$ cat src/rtl/hand_centroid_ctrl_if.sv
`default_nettype none
// ============================================================================
// Module : hand_centroid_ctrl_if
// Brief  : Pixel-stream inputs and centroid results of the hand centroid controller.
// Rev    : 1.0  initial release
// ============================================================================
interface hand_centroid_ctrl_if;
  logic       frame_end;
  logic       pix_valid;
  logic [9:0] hcnt;
  logic [9:0] vcnt;
  logic       mask_hit;
  logic [9:0] xpos;
  logic [9:0] ypos;
  logic       pos_valid;
  logic       object_found;
  logic       busy;
  logic       overrun;

  modport master (
    output frame_end, pix_valid, hcnt, vcnt, mask_hit,
    input  xpos, ypos, pos_valid, object_found, busy, overrun
  );

  modport slave (
    input  frame_end, pix_valid, hcnt, vcnt, mask_hit,
    output xpos, ypos, pos_valid, object_found, busy, overrun
  );
endinterface
`default_nettype wire

$ cat src/rtl/hand_centroid_ctrl.sv
`default_nettype none
// ============================================================================
// Module : hand_centroid_ctrl
// Brief  : Accumulates skin-mask hit coordinates per frame, divides out the
//          centroid and publishes it at a fixed interval.
// Rev    : 1.0  initial release
// ============================================================================
module hand_centroid_ctrl #(
  parameter int H_ACTIVE      = 320,
  parameter int V_ACTIVE      = 240,
  parameter int SUM_W         = 27,
  parameter int CNT_W         = 17,
  parameter int MIN_PIXELS    = 64,
  parameter int UPDATE_CYCLES = 5000000
) (
  input  logic                  clock,
  input  logic                  reset_n,
  hand_centroid_ctrl_if.slave   bus
);

  localparam int c_bit_w = $clog2(SUM_W);
  localparam int c_pub_w = (UPDATE_CYCLES > 1) ? $clog2(UPDATE_CYCLES) : 1;
  localparam logic [c_bit_w-1:0] c_bit_last   = c_bit_w'(SUM_W - 1);
  localparam logic [c_pub_w-1:0] c_pub_last   = c_pub_w'(UPDATE_CYCLES - 1);
  localparam logic [9:0]         c_h_active   = 10'(H_ACTIVE);
  localparam logic [9:0]         c_v_active   = 10'(V_ACTIVE);
  localparam logic [CNT_W-1:0]   c_min_pixels = CNT_W'(MIN_PIXELS);

  typedef enum logic [1:0] {
    S_ACCUM = 2'd0,
    S_DIV_X = 2'd1,
    S_DIV_Y = 2'd2,
    S_DONE  = 2'd3
  } state_t;

  state_t             r_state;
  logic [SUM_W-1:0]   r_sum_x, r_sum_y, r_snap_y, r_quot;
  logic [CNT_W-1:0]   r_cnt, r_divisor, r_rem;
  logic [c_bit_w-1:0] r_bit;
  logic               r_no_obj, r_busy, r_overrun;
  logic [9:0]         r_res_x, r_latest_x, r_latest_y;
  logic               r_latest_found, r_latest_valid;
  logic [c_pub_w-1:0] r_pub_cnt;
  logic [9:0]         r_xpos, r_ypos;
  logic               r_pos_valid, r_object_found;

  // Next-cycle accumulator values, saturating at all-ones
  logic               w_qual;
  logic [SUM_W:0]     w_sx_add, w_sy_add;
  logic [CNT_W:0]     w_cnt_add;
  logic [SUM_W-1:0]   w_sx_nxt, w_sy_nxt;
  logic [CNT_W-1:0]   w_cnt_nxt;

  assign w_qual    = bus.pix_valid && bus.mask_hit &&
                     (bus.hcnt < c_h_active) && (bus.vcnt < c_v_active);
  assign w_sx_add  = {1'b0, r_sum_x} + (SUM_W+1)'(bus.hcnt);
  assign w_sy_add  = {1'b0, r_sum_y} + (SUM_W+1)'(bus.vcnt);
  assign w_cnt_add = {1'b0, r_cnt} + (CNT_W+1)'(1);
  assign w_sx_nxt  = !w_qual ? r_sum_x : (w_sx_add[SUM_W]  ? '1 : w_sx_add[SUM_W-1:0]);
  assign w_sy_nxt  = !w_qual ? r_sum_y : (w_sy_add[SUM_W]  ? '1 : w_sy_add[SUM_W-1:0]);
  assign w_cnt_nxt = !w_qual ? r_cnt   : (w_cnt_add[CNT_W] ? '1 : w_cnt_add[CNT_W-1:0]);

  always_ff @(posedge clock or negedge reset_n) begin
    if (!reset_n) begin
      r_sum_x <= '0;
      r_sum_y <= '0;
      r_cnt   <= '0;
    end else if (bus.frame_end) begin
      r_sum_x <= '0;
      r_sum_y <= '0;
      r_cnt   <= '0;
    end else begin
      r_sum_x <= w_sx_nxt;
      r_sum_y <= w_sy_nxt;
      r_cnt   <= w_cnt_nxt;
    end
  end

  // Restoring divider step: dividend bits shift out of r_quot as quotient bits shift in
  logic [CNT_W:0]   w_rem_sh;
  logic [CNT_W-1:0] w_rem_sub, w_rem_nxt;
  logic             w_ge;
  logic [SUM_W-1:0] w_quot_nxt;

  assign w_rem_sh   = {r_rem, r_quot[SUM_W-1]};
  assign w_ge       = (w_rem_sh >= {1'b0, r_divisor});
  assign w_rem_sub  = w_rem_sh[CNT_W-1:0] - r_divisor;
  assign w_rem_nxt  = w_ge ? w_rem_sub : w_rem_sh[CNT_W-1:0];
  assign w_quot_nxt = {r_quot[SUM_W-2:0], w_ge};

  always_ff @(posedge clock or negedge reset_n) begin
    if (!reset_n) begin
      r_state        <= S_ACCUM;
      r_snap_y       <= '0;
      r_quot         <= '0;
      r_divisor      <= '0;
      r_rem          <= '0;
      r_bit          <= '0;
      r_no_obj       <= 1'b0;
      r_busy         <= 1'b0;
      r_overrun      <= 1'b0;
      r_res_x        <= '0;
      r_latest_x     <= '0;
      r_latest_y     <= '0;
      r_latest_found <= 1'b0;
      r_latest_valid <= 1'b0;
    end else begin
      r_overrun <= bus.frame_end && (r_state != S_ACCUM);
      case (r_state)
        S_ACCUM: begin
          if (bus.frame_end) begin
            r_quot    <= w_sx_nxt;
            r_snap_y  <= w_sy_nxt;
            r_divisor <= w_cnt_nxt;
            r_rem     <= '0;
            r_bit     <= '0;
            r_busy    <= 1'b1;
            if (w_cnt_nxt < c_min_pixels) begin
              r_no_obj <= 1'b1;
              r_state  <= S_DONE;
            end else begin
              r_no_obj <= 1'b0;
              r_state  <= S_DIV_X;
            end
          end
        end
        S_DIV_X: begin
          r_quot <= w_quot_nxt;
          r_rem  <= w_rem_nxt;
          r_bit  <= r_bit + 1'b1;
          if (r_bit == c_bit_last) begin
            r_res_x <= w_quot_nxt[9:0];
            r_quot  <= r_snap_y;
            r_rem   <= '0;
            r_bit   <= '0;
            r_state <= S_DIV_Y;
          end
        end
        S_DIV_Y: begin
          r_quot <= w_quot_nxt;
          r_rem  <= w_rem_nxt;
          r_bit  <= r_bit + 1'b1;
          if (r_bit == c_bit_last) begin
            r_state <= S_DONE;
          end
        end
        S_DONE: begin
          if (!r_no_obj) begin
            r_latest_x <= r_res_x;
            r_latest_y <= r_quot[9:0];
          end
          r_latest_found <= !r_no_obj;
          r_latest_valid <= 1'b1;
          r_busy         <= 1'b0;
          r_state        <= S_ACCUM;
        end
        default: r_state <= S_ACCUM;
      endcase
    end
  end

  always_ff @(posedge clock or negedge reset_n) begin
    if (!reset_n) begin
      r_pub_cnt      <= '0;
      r_xpos         <= '0;
      r_ypos         <= '0;
      r_object_found <= 1'b0;
      r_pos_valid    <= 1'b0;
    end else begin
      r_pos_valid <= 1'b0;
      if (r_pub_cnt == c_pub_last) begin
        r_pub_cnt <= '0;
        if (r_latest_valid) begin
          r_xpos         <= r_latest_x;
          r_ypos         <= r_latest_y;
          r_object_found <= r_latest_found;
          r_pos_valid    <= 1'b1;
        end
      end else begin
        r_pub_cnt <= r_pub_cnt + 1'b1;
      end
    end
  end

  assign bus.xpos         = r_xpos;
  assign bus.ypos         = r_ypos;
  assign bus.pos_valid    = r_pos_valid;
  assign bus.object_found = r_object_found;
  assign bus.busy         = r_busy;
  assign bus.overrun      = r_overrun;

endmodule
`default_nettype wire

$ cat src/flat_wrapper.sv
// flat-port wrapper written by rule: the top's interface ports become plain ports
module hand_centroid_ctrl_flat 
#(
  parameter int H_ACTIVE      = 320,
  parameter int V_ACTIVE      = 240,
  parameter int SUM_W         = 27,
  parameter int CNT_W         = 17,
  parameter int MIN_PIXELS    = 64,
  parameter int UPDATE_CYCLES = 5000000
)
  (clock, reset_n, bus_frame_end, bus_pix_valid, bus_hcnt, bus_vcnt, bus_mask_hit, bus_xpos, bus_ypos, bus_pos_valid, bus_object_found, bus_busy, bus_overrun);
  hand_centroid_ctrl_if bus_i ();
  input  logic clock;
  input  logic reset_n;
  input wire logic [$bits(bus_i.frame_end)-1:0] bus_frame_end;
  input wire logic [$bits(bus_i.pix_valid)-1:0] bus_pix_valid;
  input wire logic [$bits(bus_i.hcnt)-1:0] bus_hcnt;
  input wire logic [$bits(bus_i.vcnt)-1:0] bus_vcnt;
  input wire logic [$bits(bus_i.mask_hit)-1:0] bus_mask_hit;
  output wire logic [$bits(bus_i.xpos)-1:0] bus_xpos;
  output wire logic [$bits(bus_i.ypos)-1:0] bus_ypos;
  output wire logic [$bits(bus_i.pos_valid)-1:0] bus_pos_valid;
  output wire logic [$bits(bus_i.object_found)-1:0] bus_object_found;
  output wire logic [$bits(bus_i.busy)-1:0] bus_busy;
  output wire logic [$bits(bus_i.overrun)-1:0] bus_overrun;
  assign bus_i.frame_end = bus_frame_end;
  assign bus_i.pix_valid = bus_pix_valid;
  assign bus_i.hcnt = bus_hcnt;
  assign bus_i.vcnt = bus_vcnt;
  assign bus_i.mask_hit = bus_mask_hit;
  assign bus_xpos = bus_i.xpos;
  assign bus_ypos = bus_i.ypos;
  assign bus_pos_valid = bus_i.pos_valid;
  assign bus_object_found = bus_i.object_found;
  assign bus_busy = bus_i.busy;
  assign bus_overrun = bus_i.overrun;
  hand_centroid_ctrl #(.H_ACTIVE(H_ACTIVE), .V_ACTIVE(V_ACTIVE), .SUM_W(SUM_W), .CNT_W(CNT_W), .MIN_PIXELS(MIN_PIXELS), .UPDATE_CYCLES(UPDATE_CYCLES)) u_core (.clock(clock), .reset_n(reset_n), .bus(bus_i));
endmodule
$ cat config.mk
export PLATFORM = sky130hd
export DESIGN_NAME = hand_centroid_ctrl_flat
export DESIGN_NICKNAME = d
export VERILOG_FILES = /design/src/rtl/hand_centroid_ctrl_if.sv /design/src/rtl/hand_centroid_ctrl.sv /design/src/flat_wrapper.sv
export SDC_FILE = /design/constraint.sdc
export NUM_CORES = 1
export LEC_CHECK = 0
export CORE_ASPECT_RATIO = 1.2
export CORE_MARGIN = 2
export CORE_UTILIZATION = 28
export DETAILED_ROUTE_END_ITERATION = 10
export GPL_ROUTABILITY_DRIVEN = 0
export SETUP_SLACK_MARGIN = 0.1
export SKIP_LAST_GASP = 1
export SLEW_MARGIN = 5
export SYNTH_ARGS = -nofsm -noshare
export SYNTH_HDL_FRONTEND = slang
export SYNTH_SLANG_ARGS = --single-unit
$ cat constraint.sdc
create_clock -name clock -period 3 [get_ports clock]
set_clock_uncertainty 0.15 [all_clocks]
set_input_delay 0.6 -clock clock [delete_from_list [all_inputs] [get_ports clock]]
set_output_delay 0.6 -clock clock [all_outputs]
set_load 0.1 [all_outputs]
; ---- After elaboration in Yosys (flattened, before gate mapping)
; Index checks and enable logic that the tools add are counted.
[op_classes]
n_reduce_logical = 16
shift = 0
n_mul = 0
mux = 30
div_mod_pow = 0
addsub = 6
n_eq_ne = 8
bitwise = 1
n_lt_le_gt_ge = 4
[ops]
columns = cell, n
row1 = $mux W27, 8
row2 = $mux W17, 6
row3 = $pmux W27 S3, 1
row4 = $add A27 B10 Y28, 2
row5 = $pmux W17 S3, 1
row6 = $add A23 B1 Y23 const B, 1
row7 = $eq A23 B23 Y1 const B, 1
row8 = $mux W23, 1
row9 = $add A17 B1 Y18 const B, 1
row10 = $ge A18 B17 Y1, 1
row11 = $lt A17 B7 Y1 const B, 1
row12 = $sub A17 B17 Y17, 1
row13 = $pmux W5 S3, 1
row14 = $reduce_and A2 Y1, 6
row15 = $lt A10 B8 Y1 const B, 1
row16 = $lt A10 B9 Y1 const B, 1
row17 = $mux W5, 2
row18 = $mux W2, 4
row19 = $pmux W2 S4, 1
row20 = $add A5 B1 Y5 const B, 1
row21 = $eq A5 B5 Y1 const B, 1
row22 = $eq A2 B2 Y1 const B, 2
row23 = $logic_and A1 B1 Y1, 4
row24 = $mux W1, 4
row25 = other kinds (10), 12
[totals]
wordCells = 87
rom_bits = 0
ram_bits = 0
output_inout_bits = 24
memories = 0
input_bits = 25
latch_bits = 0
ff_bits = 246

; ---- Longest topological paths before layout
[logic_depth]
word_depth = 8
ltp_mapped = 12

; ---- Worst setup path before layout
; Ideal clock, no wire load.
[synth_path]
path_kind = in2reg
from = input bus_vcnt[0]
to = register u_core.r_snap_y[26]
path_slack_ns = 0.093
t_arrival_ns = 2.661
setup_ns = 0.095
required_time_ns = 2.755
stages = 10
n_path_buf = 1
cell_sequence = ha_1 fa_1 a21oi_1 o21ai_1 a2111oi_2 o31a_1 buf_2 nor4_1 and3_1 o31ai_1
[synth_via]
elab_chain_len = 3
elab_cells_between_ends = 5
classes_between = add/sub (1) / order compare (1) / mux (2) / reduce/logical (1)
[synth_rtl]
columns = item, line
row1 = start: declaration, flat_wrapper.sv:18  ; input wire logic [$bits(bus_i.vcnt)-1:0] bus_vcnt;
row2 = $add A27 B10 Y28 / $lt A10 B8 Y1 (equally long branches), "hand_centroid_ctrl.sv:57, hand_centroid_ctrl.sv:55"
row3 = $mux W27 / $logic_and A1 B1 Y1 (equally long branches), "hand_centroid_ctrl.sv:60, hand_centroid_ctrl.sv:55"
row4 = $mux W27 *, hand_centroid_ctrl.sv:60  ; assign w_sy_nxt = !w_qual ? r_sum_y : (w_sy_add[SUM_W] ? '1 : w_sy_add[SUM_W-1:0]);
row5 = end signal: assignment, hand_centroid_ctrl.sv:113  ; r_snap_y <= w_sy_nxt;
row6 = end: declaration, hand_centroid_ctrl.sv:37  ; logic [SUM_W-1:0] r_sum_x, r_sum_y, r_snap_y, r_quot;
; Mark *: on every way between the ends. The rest lies on a longest branch, timed or not.
; A chain may end at the register's enable or synchronous reset.

; ---- Final worst setup path
[layout_path]
from = input bus_hcnt[1]
to = register u_core.r_quot[22]
[layout_via]
elab_chain_len = 6
elab_cells_between_ends = 8
classes_between = add/sub (1) / order compare (1) / mux (4) / reduce/logical (2)
[layout_rtl]
columns = item, line
row1 = start: declaration, flat_wrapper.sv:17  ; input wire logic [$bits(bus_i.hcnt)-1:0] bus_hcnt;
row2 = "parallel branches: the longest is 3 deep, another holds $add A27 B10 Y28", n/a
row3 = $mux W27 *, hand_centroid_ctrl.sv:59  ; assign w_sx_nxt = !w_qual ? r_sum_x : (w_sx_add[SUM_W] ? '1 : w_sx_add[SUM_W-1:0]);
row4 = $mux W27 *, hand_centroid_ctrl.sv:111  ; if (bus.frame_end) begin
row5 = $pmux W27 S3 *, hand_centroid_ctrl.sv:109  ; case (r_state)
row6 = end signal: assignment, hand_centroid_ctrl.sv:112  ; r_quot <= w_sx_nxt;
row7 = end signal: assignment, hand_centroid_ctrl.sv:128  ; r_quot <= w_quot_nxt;
row8 = end signal: assignment, hand_centroid_ctrl.sv:133  ; r_quot <= r_snap_y;
row9 = end: declaration, hand_centroid_ctrl.sv:37
; Every way passes the cells marked *. The select of a mux whose other input is x is not followed.

==> impl_metrics.env <==
export IMPL_relSlewSlack_pct=43.2
export IMPL_vias_per_cell=4.96
export IMPL_critPathCaptureType="flop"
export IMPL_critical_path_cell_chain="clkdlybuf4s50_1, inv_1, fa_2, nor2b_2, o31a_1, o21ai_4, buf_12, a2111oi_4, nand3_1, o211ai_1, a21oi_1"
export IMPL_cp_num_cells=11
export IMPL_totalPowerFinal_mw=11.6
export IMPL_clockRootBuffer="clkbuf_16"
export IMPL_area_growth_pct=24.3
export IMPL_rows=86
export IMPL_switching_power_mw=3.98
export IMPL_period_minus_slack_ns=2.84
export IMPL_place_area_mm2=0.0149
export IMPL_antenna_found_initial=0
export IMPL_cts_tree="yes"
export IMPL_setup_slack_ns=0.158
export IMPL_synth_distinct_cells=81
export IMPL_synth_ff_type="dfrtp_1"
export IMPL_synth_top_area_share_pct=47.4
export IMPL_timing_rr_end="u_core.r_rem[0]"
export IMPL_grt_usage_pct=13.6
export IMPL_swShare_pct=34.3
export IMPL_overflow=0
export IMPL_synth_area_per_cell_um2=9.63
export IMPL_clkSlewWorstSetupHoldPaths_ns=0.06
export IMPL_via_count=10600
export IMPL_drtIter0Drc=553
export IMPL_register_area_mm2=0.00616
export IMPL_syn_num_nets=1422
export IMPL_rsz0062_at_grt="yes"
export IMPL_power_leakage_nw=7.16
export IMPL_antenna_cells=0
export IMPL_peakVddDrop_mv=0.559
export IMPL_setup_violations=0
export IMPL_nNetsFinal=1564
export IMPL_outcome="complete, no violations"
export IMPL_synth_seq_cells=246
export IMPL_wl_per_cell_um=15.5
export IMPL_grt_start_max_net_pins=79
export IMPL_worstSkewPairLatency_ns=0.54
export IMPL_synthArstFlopShare_pct=100
export IMPL_synth_edff_count=0
export IMPL_synth_top_cell_by_area="dfrtp_1"
export IMPL_core_mm2=0.0458
export IMPL_syn_area_mm2=0.0130
export IMPL_r2r_start="u_core.r_divisor[0]"
export IMPL_min_path_type="in2reg"
export IMPL_multi_input_area_mm2=0.00658
export IMPL_max_freq_mhz=352
export IMPL_nFillCells=4660
export IMPL_crit_required_ns=3.26
export IMPL_dp_hpwl_mm=23.5
export IMPL_dieArea_mm2=0.0481
export IMPL_yosysWarnings=0
export IMPL_drtAntennaViolNets=0
export IMPL_reg2reg_depth=10
export IMPL_place_ws_ns=-0.576
export IMPL_crit_path_end="u_core.r_quot[22]"
export IMPL_grt_pass1_vias=10500
export IMPL_drive_gt1_share_pct=19.5
export IMPL_yosysSeqAreaShare_pct=47.4
export IMPL_fin_tns_setup_ns=0
export IMPL_critical_path_max_stage_delay_ns=0.48
export IMPL_synth_cells=1348
export IMPL_hold_ws_ns=0.241
export IMPL_startpoint_type="input port"
export IMPL_grt_pass1_wl_mm=54.4
export IMPL_clockPowerShare_pct=30.6
export IMPL_crit_buf_inv=3
export IMPL_initial_core_util_pct=28.3
export IMPL_ios=49
export IMPL_path_max_fanout=5
export IMPL_p_int_mw=7.61
export IMPL_die_h_um=240
export IMPL_seq_power_share_pct=34.5
export IMPL_synth_top_cells_by_count="246 x dfrtp_1, 177 x nand2_1, 133 x nor2_1, 85 x o21ai_0, 58 x a21oi_1"
export IMPL_stdcell_area_mm2=0.0161
export IMPL_critPathKind="in2reg"
export IMPL_r2r_slack_ns=0.20
export IMPL_portBuffers=48
export IMPL_cp_arrival_ns=3.10
export IMPL_tightest_slew_ns=0.852
export IMPL_drtPass1Iterations=5
export IMPL_synth_area_leaders="dfrtp_1 47%, nand2_1 5.1%, ha_1 4.4%, nor2_1 3.8%, o21ai_0 3.3%"
export IMPL_drc=0
export IMPL_final_cells=2127
export IMPL_p_comb_share_pct=34.9
export IMPL_setup_worst_path_start="bus_hcnt[1]"
export IMPL_critPathTopFamily="compound AO/OA/AOI/OAI gates"
export IMPL_synth_most_common_cell="dfrtp_1"
export IMPL_fin_util_pct=35.2
export IMPL_clockBufferDepth=3
export IMPL_hold_violations=0
export IMPL_cts_made_buffers=28
export IMPL_dpl_cell_count=2067
export IMPL_routed_wl_mm=33.0
export IMPL_maxCapViolCount=0
export IMPL_clock_sinks=246
export IMPL_fp_dieW_um=201
export IMPL_power_density_mw_per_mm2=719
export IMPL_crit_slowest_cell="clkdlybuf4s50_1"
export IMPL_timing_final_crit_share_pct=94.7
export IMPL_slew_violations=0
export IMPL_htreeDepth=1
## layer usage
layer  vias to the layer above  track usage [%]  share of wire [%]
li1                       5142                -                  -
met1                      5183             17.5                 45
met2                       183             24.2                 49
met3                        47             1.55                3.8
met4                         0             3.46                2.1
met5                         -                0                  0
## cell usage in the layout (no fill, tap or decap), drive strengths merged, types with 10 or more instances in the layout
| master | instances |
|---|---|
| nand2 | 180 |
| a31oi | 18 |
| xnor2 | 39 |
| nor3 | 28 |
| xor2 | 18 |
| buf | 151 |
| mux2 | 34 |
| nand4 | 23 |
| mux2i | 30 |
| o21a | 16 |
| o31ai | 11 |
| inv | 47 |
| o22ai | 24 |
| ha | 46 |
| o21ai | 100 |
| and4 | 11 |
| a21o | 11 |
| clkbuf | 39 |
| nor4 | 10 |
| dfrtp | 246 |
| a221oi | 20 |
| clkdlybuf4s50 | 21 |
| and2 | 11 |
| a21oi | 59 |
| nand3 | 43 |
| and3 | 11 |
| nor2 | 133 |
## how the worst min path moves through the flow
stage / startpoint / endpoint / slack, ns / cells past startpoint
4_1_cts: bus_frame_end / u_core.bus.overrun / 0.21 / 2
3_3_place_gp: u_core.bus.xpos[3] / u_core.bus.xpos[3] / 0.30 / 2
6_report: bus_frame_end / u_core.bus.overrun / 0.24 / 2
3_5_place_dp: u_core.bus.xpos[5] / u_core.bus.xpos[5] / 0.31 / 2
2_1_floorplan: reset_n / u_core.bus.busy / 0.15 / 0
5_1_grt: bus_frame_end / u_core.bus.overrun / 0.23 / 2
## area by class of cell
class / count / share of cell area, %
Multi-Input combinational cell: 994 / 40.8
Sequential cell: 246 / 38.2
Clock buffer: 39 / 5.04
Clock inverter: 12 / 0.923
Timing Repair Buffer: 174 / 9.24
Inverter: 46 / 1.07
Tap cell: 616 / 4.78
## worst register-to-register path, stage by stage, from the launching register on
cell and delay, ns:
dfrtp_1 0.40, ha_1 0.24, fa_2 0.38, nor2b_2 0.14
o31a_1 0.25, o21ai_2 0.10, a31oi_2 0.22, a21o_1 0.25
buf_12 0.16, mux2_2 0.33, o22ai_1 0.11
## cell families after synthesis
logic type                 count (synthesis)  synth area share (%)
buffers and inverters                    109                  3.53
AOI/OAI and AO/OA                        328                  16.8
xor gates and xnor gates                  57                  3.85
DFF                                      246                  47.4
muxes                                     64                  5.29
adders and majority gates                 49                  4.90
and+or+nand+nor                          495                  18.1
## repair_timing
action	in CTS	in global routing
hold endpoints to repair	56	0
pin swaps	6	16
hold buffers	1	0
resized for setup	10	31
buffers inserted	3	4
gates cloned	0	1
setup endpoints to repair	15	55
## sequential cells by signal, indices dropped and copies added (netlist names), 5 cells and up
| name | flops |
|---|---|
| u_core.r_quot | 27 |
| u_core.r_snap_y | 27 |
| u_core.r_sum_x | 27 |
| u_core.r_sum_y | 27 |
| u_core.r_pub_cnt | 23 |
| u_core.r_cnt | 17 |
| u_core.r_divisor | 17 |
| u_core.r_rem | 17 |
| u_core.bus.xpos | 10 |
| u_core.bus.ypos | 10 |
| u_core.r_latest_x | 10 |
| u_core.r_latest_y | 10 |
| u_core.r_res_x | 10 |
| u_core.r_bit | 5 |
## power by group through the flow
stage               clock [mW]  combinational, mW  sequential, mW
detailed placement           0               3.84            4.06
CTS                       3.63               3.89            4.00
global placement             0               3.75            4.05
global route              3.77               4.49            4.04
finish                    3.55               4.04            4.00
floorplan                    0               2.74            4.01
No activity file was read; power rests on OpenSTA's default activity.
